--- src/rtl/bounce_box_if.sv ---
// VGA-side signal bundle for bounce_box: pixel/line position and pause in,
// pixel colour, frame tick and bounce counter out.
interface bounce_box_if;
    logic [9:0] hc;
    logic [9:0] vc;
    logic       pause;
    logic [2:0] out_red;
    logic [2:0] out_green;
    logic [1:0] out_blue;
    logic       frame_tick;
    logic [7:0] bounce_count;

    modport master (
        output hc, vc, pause,
        input  out_red, out_green, out_blue, frame_tick, bounce_count
    );

    modport slave (
        input  hc, vc, pause,
        output out_red, out_green, out_blue, frame_tick, bounce_count
    );
endinterface

--- src/rtl/bounce_box.sv ---
// Bouncing coloured square for a 640x480 VGA raster; the position advances once
// per frame at the first blanking pixel and the colour steps on every bounce.
module bounce_box #(
    parameter int BOX_SIZE = 32,
    parameter int SPEED    = 2
) (
    input  logic         vgaclk,
    input  logic         rst,
    bounce_box_if.slave  vga
);

    if (BOX_SIZE < 1 || BOX_SIZE > 479 || SPEED < 1 || SPEED > 63) begin : g_param_check
        $error("bounce_box: BOX_SIZE must be 1..479 and SPEED 1..63");
    end

    localparam logic [10:0] H_ACT = 11'd640;
    localparam logic [10:0] V_ACT = 11'd480;
    localparam logic [10:0] BOX   = 11'(BOX_SIZE);
    localparam logic [10:0] SPD   = 11'(SPEED);

    // Returns {hit, next_dir, next_pos}; 11-bit math keeps the edge test wrap-free.
    function automatic logic [11:0] step_axis(input logic [9:0]  pos,
                                              input logic        dir,
                                              input logic [10:0] lim);
        logic [10:0] p;
        p = {1'b0, pos};
        if (dir) begin
            if (p + BOX + SPD >= lim) return {1'b1, 1'b0, 10'(lim - BOX)};
            else                      return {1'b0, 1'b1, 10'(p + SPD)};
        end else begin
            if (p <= SPD) return {1'b1, 1'b1, 10'd0};
            else          return {1'b0, 1'b0, 10'(p - SPD)};
        end
    endfunction

    function automatic logic [7:0] palette(input logic [2:0] idx);
        case (idx)
            3'd0:    return {3'd7, 3'd0, 2'd0};
            3'd1:    return {3'd0, 3'd7, 2'd0};
            3'd2:    return {3'd0, 3'd0, 2'd3};
            3'd3:    return {3'd7, 3'd7, 2'd0};
            3'd4:    return {3'd0, 3'd7, 2'd3};
            3'd5:    return {3'd7, 3'd0, 2'd3};
            3'd6:    return {3'd7, 3'd7, 2'd3};
            default: return {3'd7, 3'd3, 2'd0};
        endcase
    endfunction

    logic [9:0]  r_x;
    logic [9:0]  r_y;
    logic        r_dir_x;
    logic        r_dir_y;
    logic [2:0]  r_color_idx;
    logic [7:0]  r_bounce_count;
    logic        r_frame_tick;

    logic [11:0] w_nx;
    logic [11:0] w_ny;
    logic        w_update;
    logic        w_hit;
    logic [10:0] w_hc;
    logic [10:0] w_vc;
    logic [10:0] w_x;
    logic [10:0] w_y;
    logic        w_inside;
    logic [7:0]  w_rgb;

    always_comb begin
        w_nx     = step_axis(r_x, r_dir_x, H_ACT);
        w_ny     = step_axis(r_y, r_dir_y, V_ACT);
        w_update = (vga.hc == 10'd640) && (vga.vc == 10'd480);
        w_hit    = w_nx[11] | w_ny[11];
    end

    always_ff @(posedge vgaclk) begin
        if (rst) begin
            r_x            <= 10'd0;
            r_y            <= 10'd0;
            r_dir_x        <= 1'b1;
            r_dir_y        <= 1'b1;
            r_color_idx    <= 3'd0;
            r_bounce_count <= 8'd0;
            r_frame_tick   <= 1'b0;
        end else begin
            r_frame_tick <= w_update;
            if (w_update && !vga.pause) begin
                r_x     <= w_nx[9:0];
                r_dir_x <= w_nx[10];
                r_y     <= w_ny[9:0];
                r_dir_y <= w_ny[10];
                // Simultaneous X and Y bounces count as a single event.
                if (w_hit) begin
                    r_color_idx <= r_color_idx + 3'd1;
                    if (r_bounce_count != 8'hFF) r_bounce_count <= r_bounce_count + 8'd1;
                end
            end
        end
    end

    always_comb begin
        w_hc     = {1'b0, vga.hc};
        w_vc     = {1'b0, vga.vc};
        w_x      = {1'b0, r_x};
        w_y      = {1'b0, r_y};
        w_inside = (w_hc < H_ACT) && (w_vc < V_ACT) &&
                   (w_hc >= w_x) && (w_hc < w_x + BOX) &&
                   (w_vc >= w_y) && (w_vc < w_y + BOX);
        w_rgb    = w_inside ? palette(r_color_idx) : 8'd0;
    end

    assign vga.out_red      = w_rgb[7:5];
    assign vga.out_green    = w_rgb[4:2];
    assign vga.out_blue     = w_rgb[1:0];
    assign vga.frame_tick   = r_frame_tick;
    assign vga.bounce_count = r_bounce_count;

endmodule
--- src/flat_wrapper.sv ---
// flat-port wrapper written by rule: the top's interface ports become plain ports
module bounce_box_flat 
#(
    parameter int BOX_SIZE = 32,
    parameter int SPEED    = 2
)
  (vgaclk, rst, vga_hc, vga_vc, vga_pause, vga_out_red, vga_out_green, vga_out_blue, vga_frame_tick, vga_bounce_count);
  bounce_box_if vga_i ();
  input  logic vgaclk;
  input  logic rst;
  input wire logic [$bits(vga_i.hc)-1:0] vga_hc;
  input wire logic [$bits(vga_i.vc)-1:0] vga_vc;
  input wire logic [$bits(vga_i.pause)-1:0] vga_pause;
  output wire logic [$bits(vga_i.out_red)-1:0] vga_out_red;
  output wire logic [$bits(vga_i.out_green)-1:0] vga_out_green;
  output wire logic [$bits(vga_i.out_blue)-1:0] vga_out_blue;
  output wire logic [$bits(vga_i.frame_tick)-1:0] vga_frame_tick;
  output wire logic [$bits(vga_i.bounce_count)-1:0] vga_bounce_count;
  assign vga_i.hc = vga_hc;
  assign vga_i.vc = vga_vc;
  assign vga_i.pause = vga_pause;
  assign vga_out_red = vga_i.out_red;
  assign vga_out_green = vga_i.out_green;
  assign vga_out_blue = vga_i.out_blue;
  assign vga_frame_tick = vga_i.frame_tick;
  assign vga_bounce_count = vga_i.bounce_count;
  bounce_box #(.BOX_SIZE(BOX_SIZE), .SPEED(SPEED)) u_core (.vgaclk(vgaclk), .rst(rst), .vga(vga_i));
endmodule
--- config.mk ---
export PLATFORM = sky130hd
export DESIGN_NAME = bounce_box_flat
export DESIGN_NICKNAME = d
export VERILOG_FILES = /design/src/rtl/bounce_box_if.sv /design/src/rtl/bounce_box.sv /design/src/flat_wrapper.sv
export SDC_FILE = /design/constraint.sdc
export NUM_CORES = 1
export LEC_CHECK = 0
export ABC_AREA = 1
export CAP_MARGIN = 15
export CORE_MARGIN = 1
export CORE_UTILIZATION = 62
export DETAILED_ROUTE_END_ITERATION = 10
export MAX_ROUTING_LAYER = met4
export PLACE_DENSITY = 0.95
export SYNTH_ARGS = -nofsm -noshare
export SYNTH_HDL_FRONTEND = slang
export SYNTH_SLANG_ARGS = --single-unit
export TNS_END_PERCENT = 50
--- constraint.sdc ---
create_clock -name vgaclk -period 7.35 [get_ports vgaclk]
set_clock_uncertainty 0.05 [all_clocks]
set_input_delay 1.47 -clock vgaclk [delete_from_list [all_inputs] [get_ports vgaclk]]
set_output_delay 1.47 -clock vgaclk [all_outputs]
set_load 0.1 [all_outputs]
; Word-level counts from Yosys, hierarchy flattened
; Index checks and enable logic that the tools add are counted.
[classes]
n_eq_ne = 9
reduce_logical = 11
magnitude_cmp = 10
bitwise = 1
muxes = 8
div = 0
shifts = 0
mul = 0
n_addsub = 10
[op_table]
columns = cell, n
row1 = $mux 12, 6
row2 = $pmux 8 s7, 1
row3 = $add 10x6->11 const B, 2
row4 = $add 11x2->11 const B, 2
row5 = $lt 10x11->1, 2
row6 = $add 10x2->10 const B, 2
row7 = $ge 10x10->1, 2
row8 = $le 10x2->1 const B, 2
row9 = $sub 10x2->10 const B, 2
row10 = $ge 11x10->1 const B, 1
row11 = $ge 11x9->1 const B, 1
row12 = $eq 10x10->1 const B, 1
row13 = $eq 10x9->1 const B, 1
row14 = $lt 10x10->1 const B, 1
row15 = $lt 10x9->1 const B, 1
row16 = $eq 3x3->1 const B, 3
row17 = $add 8x1->8 const B, 1
row18 = $mux 8, 1
row19 = $ne 8x8->1 const B, 1
row20 = $logic_and 1x1->1, 7
row21 = $eq 3x2->1 const B, 2
row22 = $add 3x1->3 const B, 1
row23 = $eq 3x1->1 const B, 1
row24 = $logic_not 3->1, 1
row25 = other kinds (4), 4
[word_totals]
output_inout_bits = 17
ram_bits = 0
regBits = 34
memories = 0
latchBits = 0
input_bits = 23
rom_bits = 0
wordCells = 56

; Logic depth before layout (Yosys ltp)
; Gate-level depths: netlist (run 1).
[depth]
ltp_word = 7
ltp_mapped = 17
ltp_nobuf = 15

; Worst setup path after synthesis (run 1)
; OpenSTA, ideal clock, no wires.
[synth_path]
path_type = in2out
startpoint = input vga_vc[5]
endpoint = output vga_out_red[1]
path_stages = 10
path_slack_ns = 1.633
arrival_time_ns = 4.197
path_buffers = 1
path_cell_list = ha_1 > nand2_1 > o21ai_0 > nand2_1 > o2111ai_1 > nand3_1 > nor2_1 > nand2_1 > nor2_1 > buf_4
[synth_between]
elab_chain_len = 7
word_cells_on_any_way = 9
cone_classes = 3 x order compare / 1 x mux / 5 x reduce/logical
[synth_lines]
columns = element, line_no
row1 = "start, declared", flat_wrapper.sv:12  ; input wire logic [$bits(vga_i.vc)-1:0] vga_vc;
row2 = $lt 10x9->1, bounce_box.sv:105  ; w_inside = (w_hc < H_ACT) && (w_vc < V_ACT) &&
row3 = $logic_and 1x1->1 (2 in series), bounce_box.sv:105
row4 = $logic_and 1x1->1 (2 in series), bounce_box.sv:106  ; (w_hc >= w_x) && (w_hc < w_x + BOX) &&
row5 = $logic_and 1x1->1 (*), bounce_box.sv:107  ; (w_vc >= w_y) && (w_vc < w_y + BOX);
row6 = $mux 8 (*), bounce_box.sv:108  ; w_rgb = w_inside ? palette(r_color_idx) : 8'd0;
row7 = "end, declared", flat_wrapper.sv:14  ; output wire logic [$bits(vga_i.out_red)-1:0] vga_out_red;
; Every way passes the cells marked *; elsewhere a longest branch is shown, timed or not.

; Worst setup path after layout (run 1)
[layout_path]
startpoint = input vga_vc[9]
endpoint = output vga_out_red[1]
; The elaborated chain is that of the path after synthesis.

==> results.txt, run 1 <==
- For this design the static power due to leakage is about 1.8 nW.
- Met2 Routed Length: 4761 um
- The number of antenna violations at the first check in global routing came to 0.
- Nets in the synthesized netlist: 602
- # Post-CTS Setup Buffers: 0
- Switching share of total power: 0.2605
* Total Nets Final: between 600 and 700
- In this run the worst path has a maximum fanout of 5.
- Synthesized area divided by synthesized cell count: 6.709 sq um
* Port Buf Inserts: 39
* Remaining DRCs: 0
- Slowest Stage Delay on Critical Path: 1170 ps
* Uppermost layer routed: met4
* Total number of yosys warnings: 0
- The number of global-route vias before repair came to roughly 3600.
- Switching Power: 0.00009168 W
- WL met1: 3898 um
- Clock Root Buffer: sky130_fd_sc_hd__clkbuf_8
- CTS sink count: 32
- Hold bufs inserted after CTS: 0
- Worst Hold Slack: 454.2 ps
- The number of failing hold endpoints at the final stage is 0.
- Worst reg2reg startpoint: u_core.r_x[5]$_SDFFE_PP0P_
- The share of synthesized area in the top cell type comes to 0.1791.
- Data arrives at the worst endpoint at 4490 ps.
- Cell type of the slowest stage on the worst timing path: sky130_fd_sc_hd__clkdlybuf4s50_1
- Relative contribution of combinational cells to total power: 0.137
- By area the synthesized netlist is led by sky130_fd_sc_hd__dfxtp_1 18%, sky130_fd_sc_hd__ha_1 16%, sky130_fd_sc_hd__nand2_1 9.0%.
* Die span in x: roughly 78 um
- CP Launch Type: input pin
- Remaining max-slew budget at the tightest pin: 0.3460
* Total half-perimeter wirelength after legalization and detailed placement: 7045 um
* CP Class: in -> out
- Achievable frequency: 166.4 MHz
- The initial utilization of the core area, before any placement, comes to 0.6454.
- For the worst setup path, the data required time is 5830 ps.
* Worst vdd rail ir drop: about 0.000075 V
- The die covers 6075 sq um.
- The most critical setup path has its startpoint at vga_vc[9].
* Cts repair resizes: 0
- Subtracting the final worst setup slack from the clock period gives 6009 ps.
- After synthesis the netlist holds a flip-flop and latch count of 32.
- The flow ran to the end, and the final reports show no timing, DRC or antenna violations.
- Maximum root-to-sink buffer count: 2
- Of the total power, registers draw 0.493.
- Final Routed Wirelength: ~9400 um
- In the routed layout, each cell is associated on average with a via count of 5.935.
- Most common library cell in the layout ignoring fill and taps: sky130_fd_sc_hd__nand2_1
- CTS tree: built
- In this run the remaining antenna-violating nets after routing total 0.
- The die is between 70 and 80 um tall.
* HP Class: reg -> reg
- Entering global routing, the biggest net connects 26 pins.
* Via Count: about 3800
* Number of core rows: 27
- In the layout the commonest cells are 86 x sky130_fd_sc_hd__nand2_1, 64 x sky130_fd_sc_hd__inv_1, 52 x sky130_fd_sc_hd__nor2_1, 49 x sky130_fd_sc_hd__a21oi_1, 46 x sky130_fd_sc_hd__ha_1.
- Count of unique library cells instantiated by Yosys: 44
- First-pass iteration count of the detailed router: 6
* Setup repair after global routing missed its margin: false
- Boundary Pins: 40
* Routed met3 length: 555 um
- Final weighted congestion in routability-driven placement: 0.9600
- The final number of max-transition violations is 0.
- Traced cell by cell, the critical path runs through clkdlybuf4s50_1, ha_1, nand2_1, nor2_1, nand3b_1, o2111ai_1, nand3_1, nor2_1, nand2_1, nor2_1, clkdlybuf4s50_1.
* Number of instances in the synthesized netlist: 533
* Crit path capture type: output port
- Cell area after technology mapping: 3576 sq um
- Setup Viol. Count Final: 0
- Clock group share of total power: 0.371
* Num CTS Buffers: 5
* CTS H-tree lvls: 2
- In the final layout, the share of cells above drive strength 1 is 0.08185.
- Initial DRC Count: just under 300
- The region available for standard cell placement spans 5540 sq um.
* Worst slew pin tran: between 900 and 1000 ps
* Ratio of final minimum period to clock period: 0.8175
- Clock insertion delay at the later pin of the skew report: 290 ps
* Total power divided by cell area: 87.81 nW/um^2
- Post-Route Setup TNS: 0 ps
* Antenna diode instance count: 0
- Final Util: 0.7234
- Internal power component: 0.0002602 W
* First-pass GRT wire length: 16060 um
- The synthesized design spends more area on one cell type than any other, namely sky130_fd_sc_hd__dfxtp_1.
- For this run, the register share of the synthesized area comes to 0.1791.
- Number of fillers in the final layout: 451
- Max-cap violations: 0
* Global router's overall resource usage: 0.3361
* Clock Pin Slew Worst Setup and Hold Paths: about 70 ps
* Crit path top cell by count: sky130_fd_sc_hd__nor2_1
- Wire length per cell: 14.85 um
* Synth-to-Final Area Change: 12.07%
* Start point of the worst hold path: u_core.vga.bounce_count[1]$_SDFFE_PP0P_
- Global routing finished with a remaining overflow of 0.
-- final timing paths --
check / end / slack (ps) / cells past startpoint
worst max register to register: u_core.vga.bounce_count[0]$_SDFFE_PP0P_ / 4850 / 14
worst min-delay path: u_core.vga.bounce_count[1]$_SDFFE_PP0P_ / 450 / 2
worst max-delay path: vga_out_red[1] / 1340 / 11
worst min register to register: u_core.vga.bounce_count[1]$_SDFFE_PP0P_ / 450 / 2
-- routing by layer --
metal	up-vias	GRT usage
met1	1720	0.3913
met2	147	0.5876
met4	0	0.1130
met3	24	0.05294
li1	1872	-
met5	-	-
-- registers in the layout, summed over array words and instances, names as in the netlist --
name and flops:
u_core.r_dir_x 1, u_core.r_y 9, u_core.r_x 9, u_core.vga.frame_tick 1, u_core.vga.bounce_count 8, u_core.r_dir_y 1
u_core.r_color_idx 3
-- cell type report --
| class | instances | area, sq um | area share |
|---|---|---|---|
| Clock inverter | 1 | 5.005 | 0.001249 |
| Tap cell | 72 | 90.09 | 0.02248 |
| Multi-Input combinational cell | 414 | 2544 | 0.6347 |
| Inverter | 70 | 265.3 | 0.06619 |
| Sequential cell | 32 | 640.6 | 0.1599 |
| Clock buffer | 6 | 72.57 | 0.01811 |
| Timing Repair Buffer | 39 | 390.4 | 0.09741 |
-- cell families after synthesis --
| family | Yosys count | share of synthesized area |
|---|---|---|
| AOI/OAI and AO/OA | 110 | 0.1770 |
| DFF | 32 | 0.1791 |
| xor gates and xnor gates | 18 | 0.04409 |
| buffers and inverters | 87 | 0.1095 |
| adders and majority gates | 46 | 0.1610 |
| and+or+nand+nor | 240 | 0.3293 |
-- power groups by stage --
stage          clock, W  combinational, W  sequential [W]
3_3_place_gp          0         0.0000457        0.000177
2_1_floorplan         0         0.0000255        0.000177
5_1_grt        0.000140         0.0000541        0.000173
4_1_cts        0.000131         0.0000477        0.000173
3_5_place_dp          0         0.0000475        0.000177
6_report       0.000130         0.0000482        0.000173
-- worst max-delay path: cells and delay by family --
family                   cells  cell delay [ps]
AND/OR/NAND/NOR              7              830
AO/OA/AOI/OAI                1              130
adder cells (fa/ha/maj)      1              360
buffers and inverters        2             1700
-- synthesized netlist by cell type (all sizes together) --
library cell,number
o21ai,33
nor3,4
o211ai,9
nor2,62
dfxtp,32
inv,69
o2111ai,5
nor4,5
xor2,15
a211oi,2
nand3b,2
or3,1
nand4,18
ha,46
a31oi,5
or2,1
xnor2,3
buf,14
o21bai,1
a221oi,1
o31ai,2
nand3,47
a21oi,50
clkinv,1
clkbuf,3
o31a,1
nand2,99
and3,1
a2111oi,1
-- metrics by stage --
step                      setup WS, ps  instances  instance area (sq um)  total power, W
after floorplan                   1633        533                   3576       0.0002028
after global placement            1457        627                   3930       0.0002229
after global routing              1118        634                   4008       0.0003678
final                             1341        634                   4008       0.0003519
after CTS                         1362        634                   4008       0.0003522
after detailed placement          1372        627                   3930       0.0002248
Power figures use the tool's default switching activity.
==> inputs of run 2 (changes only) <==
CORE_UTILIZATION = 52   (was 62)
PLACE_DENSITY = 0.88   (was 0.95)
clock period = 5.3 ns   (was 7.35 ns; I/O delays follow)
==> results.txt, run 2 (synthesis results as in run 1) <==
- Initial DRC Count: approximately 220
- Across every metal layer, demand over resource in global routing totals 0.2668.
- Max-slew violations: 0
* Maximum root-to-sink buffer count: 2
- Measured against its own limit, the worst slew margin works out to 0.3492.
* CP Class: in -> out
* Worst slew pin tran: a little under 1000 ps
- After detailed routing, the average wire length per cell comes to 14.29 um.
- Final weighted congestion in routability-driven placement: between 0.9 and 1
* Total half-perimeter wirelength after legalization and detailed placement: between 7000 and 8000 um
* Area inside the core boundary: approximately 6500 sq um
- Num CTS Buffers: 5
- Number of fillers in the final layout: roughly 590
* Ratio of final minimum period to clock period: 0.8314
* Die span in x: 84.93 um
- Antenna diode instance count: 0
- The library cells used most frequently in the layout, excluding fill and tap cells, are 86 x sky130_fd_sc_hd__nand2_1, 64 x sky130_fd_sc_hd__inv_1, 52 x sky130_fd_sc_hd__nor2_1, 49 x sky130_fd_sc_hd__a21oi_1, 46 x sky130_fd_sc_hd__ha_1.
- The H-tree was split into 2 levels.
- Buffers placed on the I/O ports in this run total 39.
* Result of the run: finished, violations left
- For this block, the via count after detailed routing is roughly 3800.
* # Post-CTS Setup Buffers: 0
- Post-Route Setup TNS: 0 ps
* Overall overflow remaining after global route: 0
- Initial Utilization: 0.5506
- Worst Path Max Fanout: 5
- STA classifies the critical path endpoint as an output port.
- Vias in the first global route: 3659
- For this design, the CTS-stage hold fixing added 0 buffers.
* Area used by multi-input combinational logic: 2544 sq um
- Die outline area: 7212 sq um
* Leakage power total: 1.810 nW
* HP Class: reg -> reg
* Final min period: 4406 ps
* Worst vdd rail ir drop: 0.0001271 V
- Antenna violations before repair: 0
- First-pass iteration count of the detailed router: 8
- Most common library cell in the layout ignoring fill and taps: sky130_fd_sc_hd__nand2_1
* Number of core rows: 29
* CP Launch Type: input pin
- From bottom edge to top edge, the die measures 84.93 um.
* CTS sink count: 32
- Number of nets still failing antenna checks after routing: 0
* Cts repair resizes: 0
- Clock Root Buffer: sky130_fd_sc_hd__clkbuf_8
* Total power divided by cell area: 126.8 nW/um^2
* Boundary Pins: 40
- Remaining DRCs: 2
- Clock-pin slew was measured on the worst setup and hold paths at 60 ps.
- After the last flow step, the layout net total stands at 631.
* First-pass GRT wire length: 15410 um
- The number of failing hold endpoints at the final stage was 0.
- Setup repair after global routing missed its margin: false
- TritonCTS built the clock tree.
- In the routed layout, each cell is associated on average with a via count of 5.881.
- Across the whole layout, storage elements account for 640.6 sq um.
- Synth-to-Final Area Change: 12.21%
* Setup Viol. Count Final: 0
* Pin count of the biggest net entering global routing: 26
* Worst Hold Slack: about 450 ps
- Summed over all layers, the routed wires come to around 9000 um.
- Clock insertion delay at the later pin of the skew report: ~290 ps
- In the final layout, the share of cells above drive strength 1 is 0.09786.
- STA puts the critical path data required time at 4190 ps.
- For this run, the top clock speed supported by timing is 226.9 MHz.
- Max-cap violations: 0
- Worst Path Arrival: 3300 ps
- The checks that failed: DRC.
## run 2: changes by cell type in the layout (fill, tap and decap cells not counted)
cell,change
sky130_fd_sc_hd__clkdlybuf4s50_1,-8
sky130_fd_sc_hd__clkbuf_8,+2
sky130_fd_sc_hd__clkbuf_1,-1
sky130_fd_sc_hd__clkinv_2,-1
sky130_fd_sc_hd__buf_4,+8
## run 2: area by class of cell
class	count	share of cell area
well taps	77	0.02401
multi-input cells	414	0.6339
flip-flops and latches	32	0.1597
clock buffers	7	0.02401
repair buffers	39	0.09230
inverters	70	0.06611
## run 2: per-stage QoR
step / instance area, sq um / setup slack (ps) / total power, W / std cells / util
3_3_place_gp: 3916 / 1071 / 0.0003089 / 632 / 0.6030
6_report: 4013 / 893.6 / 0.0005088 / 639 / 0.6178
5_1_grt: 4013 / 668.2 / 0.0005324 / 639 / 0.6178
4_1_cts: 4013 / 928.3 / 0.0005125 / 639 / 0.6178
3_5_place_dp: 3916 / 947.2 / 0.0003108 / 632 / 0.6030
2_1_floorplan: 3576 / 403.0 / 0.0002812 / 533 / -
## run 2: critical path: stages
cell and delay, ps:
sky130_fd_sc_hd__clkdlybuf4s50_1 510, sky130_fd_sc_hd__ha_1 350, sky130_fd_sc_hd__nand2_1 80, sky130_fd_sc_hd__nor2_1 170
sky130_fd_sc_hd__nand3b_1 110, sky130_fd_sc_hd__o2111ai_1 110, sky130_fd_sc_hd__nand3_1 90, sky130_fd_sc_hd__nor2_1 110
sky130_fd_sc_hd__nand2_1 140, sky130_fd_sc_hd__nor2_1 210, sky130_fd_sc_hd__buf_4 330
## run 2: path summary, 6_finish.rpt
check	from	to	slack, ps	depth (start not counted)
hold / removal	u_core.vga.bounce_count[1]$_SDFFE_PP0P_	u_core.vga.bounce_count[1]$_SDFFE_PP0P_	450	2
setup reg to reg	u_core.r_x[5]$_SDFFE_PP0P_	u_core.vga.bounce_count[4]$_SDFFE_PP0P_	2810	14
hold reg to reg	u_core.vga.bounce_count[1]$_SDFFE_PP0P_	u_core.vga.bounce_count[1]$_SDFFE_PP0P_	450	2
setup / recovery	vga_vc[9]	vga_out_red[0]	890	11
## run 2: where the power goes
group | switching [W] | internal (W) | total (W)
registers | 0.000000000361 | 0.000240 | 0.000240
logic | 0.0000348 | 0.0000311 | 0.0000659
clock network | 0.0000870 | 0.000115 | 0.000202
total | 0.000122 | 0.000387 | 0.000509
## run 2: layer usage
layer	vias to the layer above	global-route usage	part of all wire
met5	-	-	0
met4	0	0.1233	0.034
met3	42	0.04572	0.064
met2	152	0.4619	0.50
met1	1698	0.3004	0.41
li1	1866	-	-
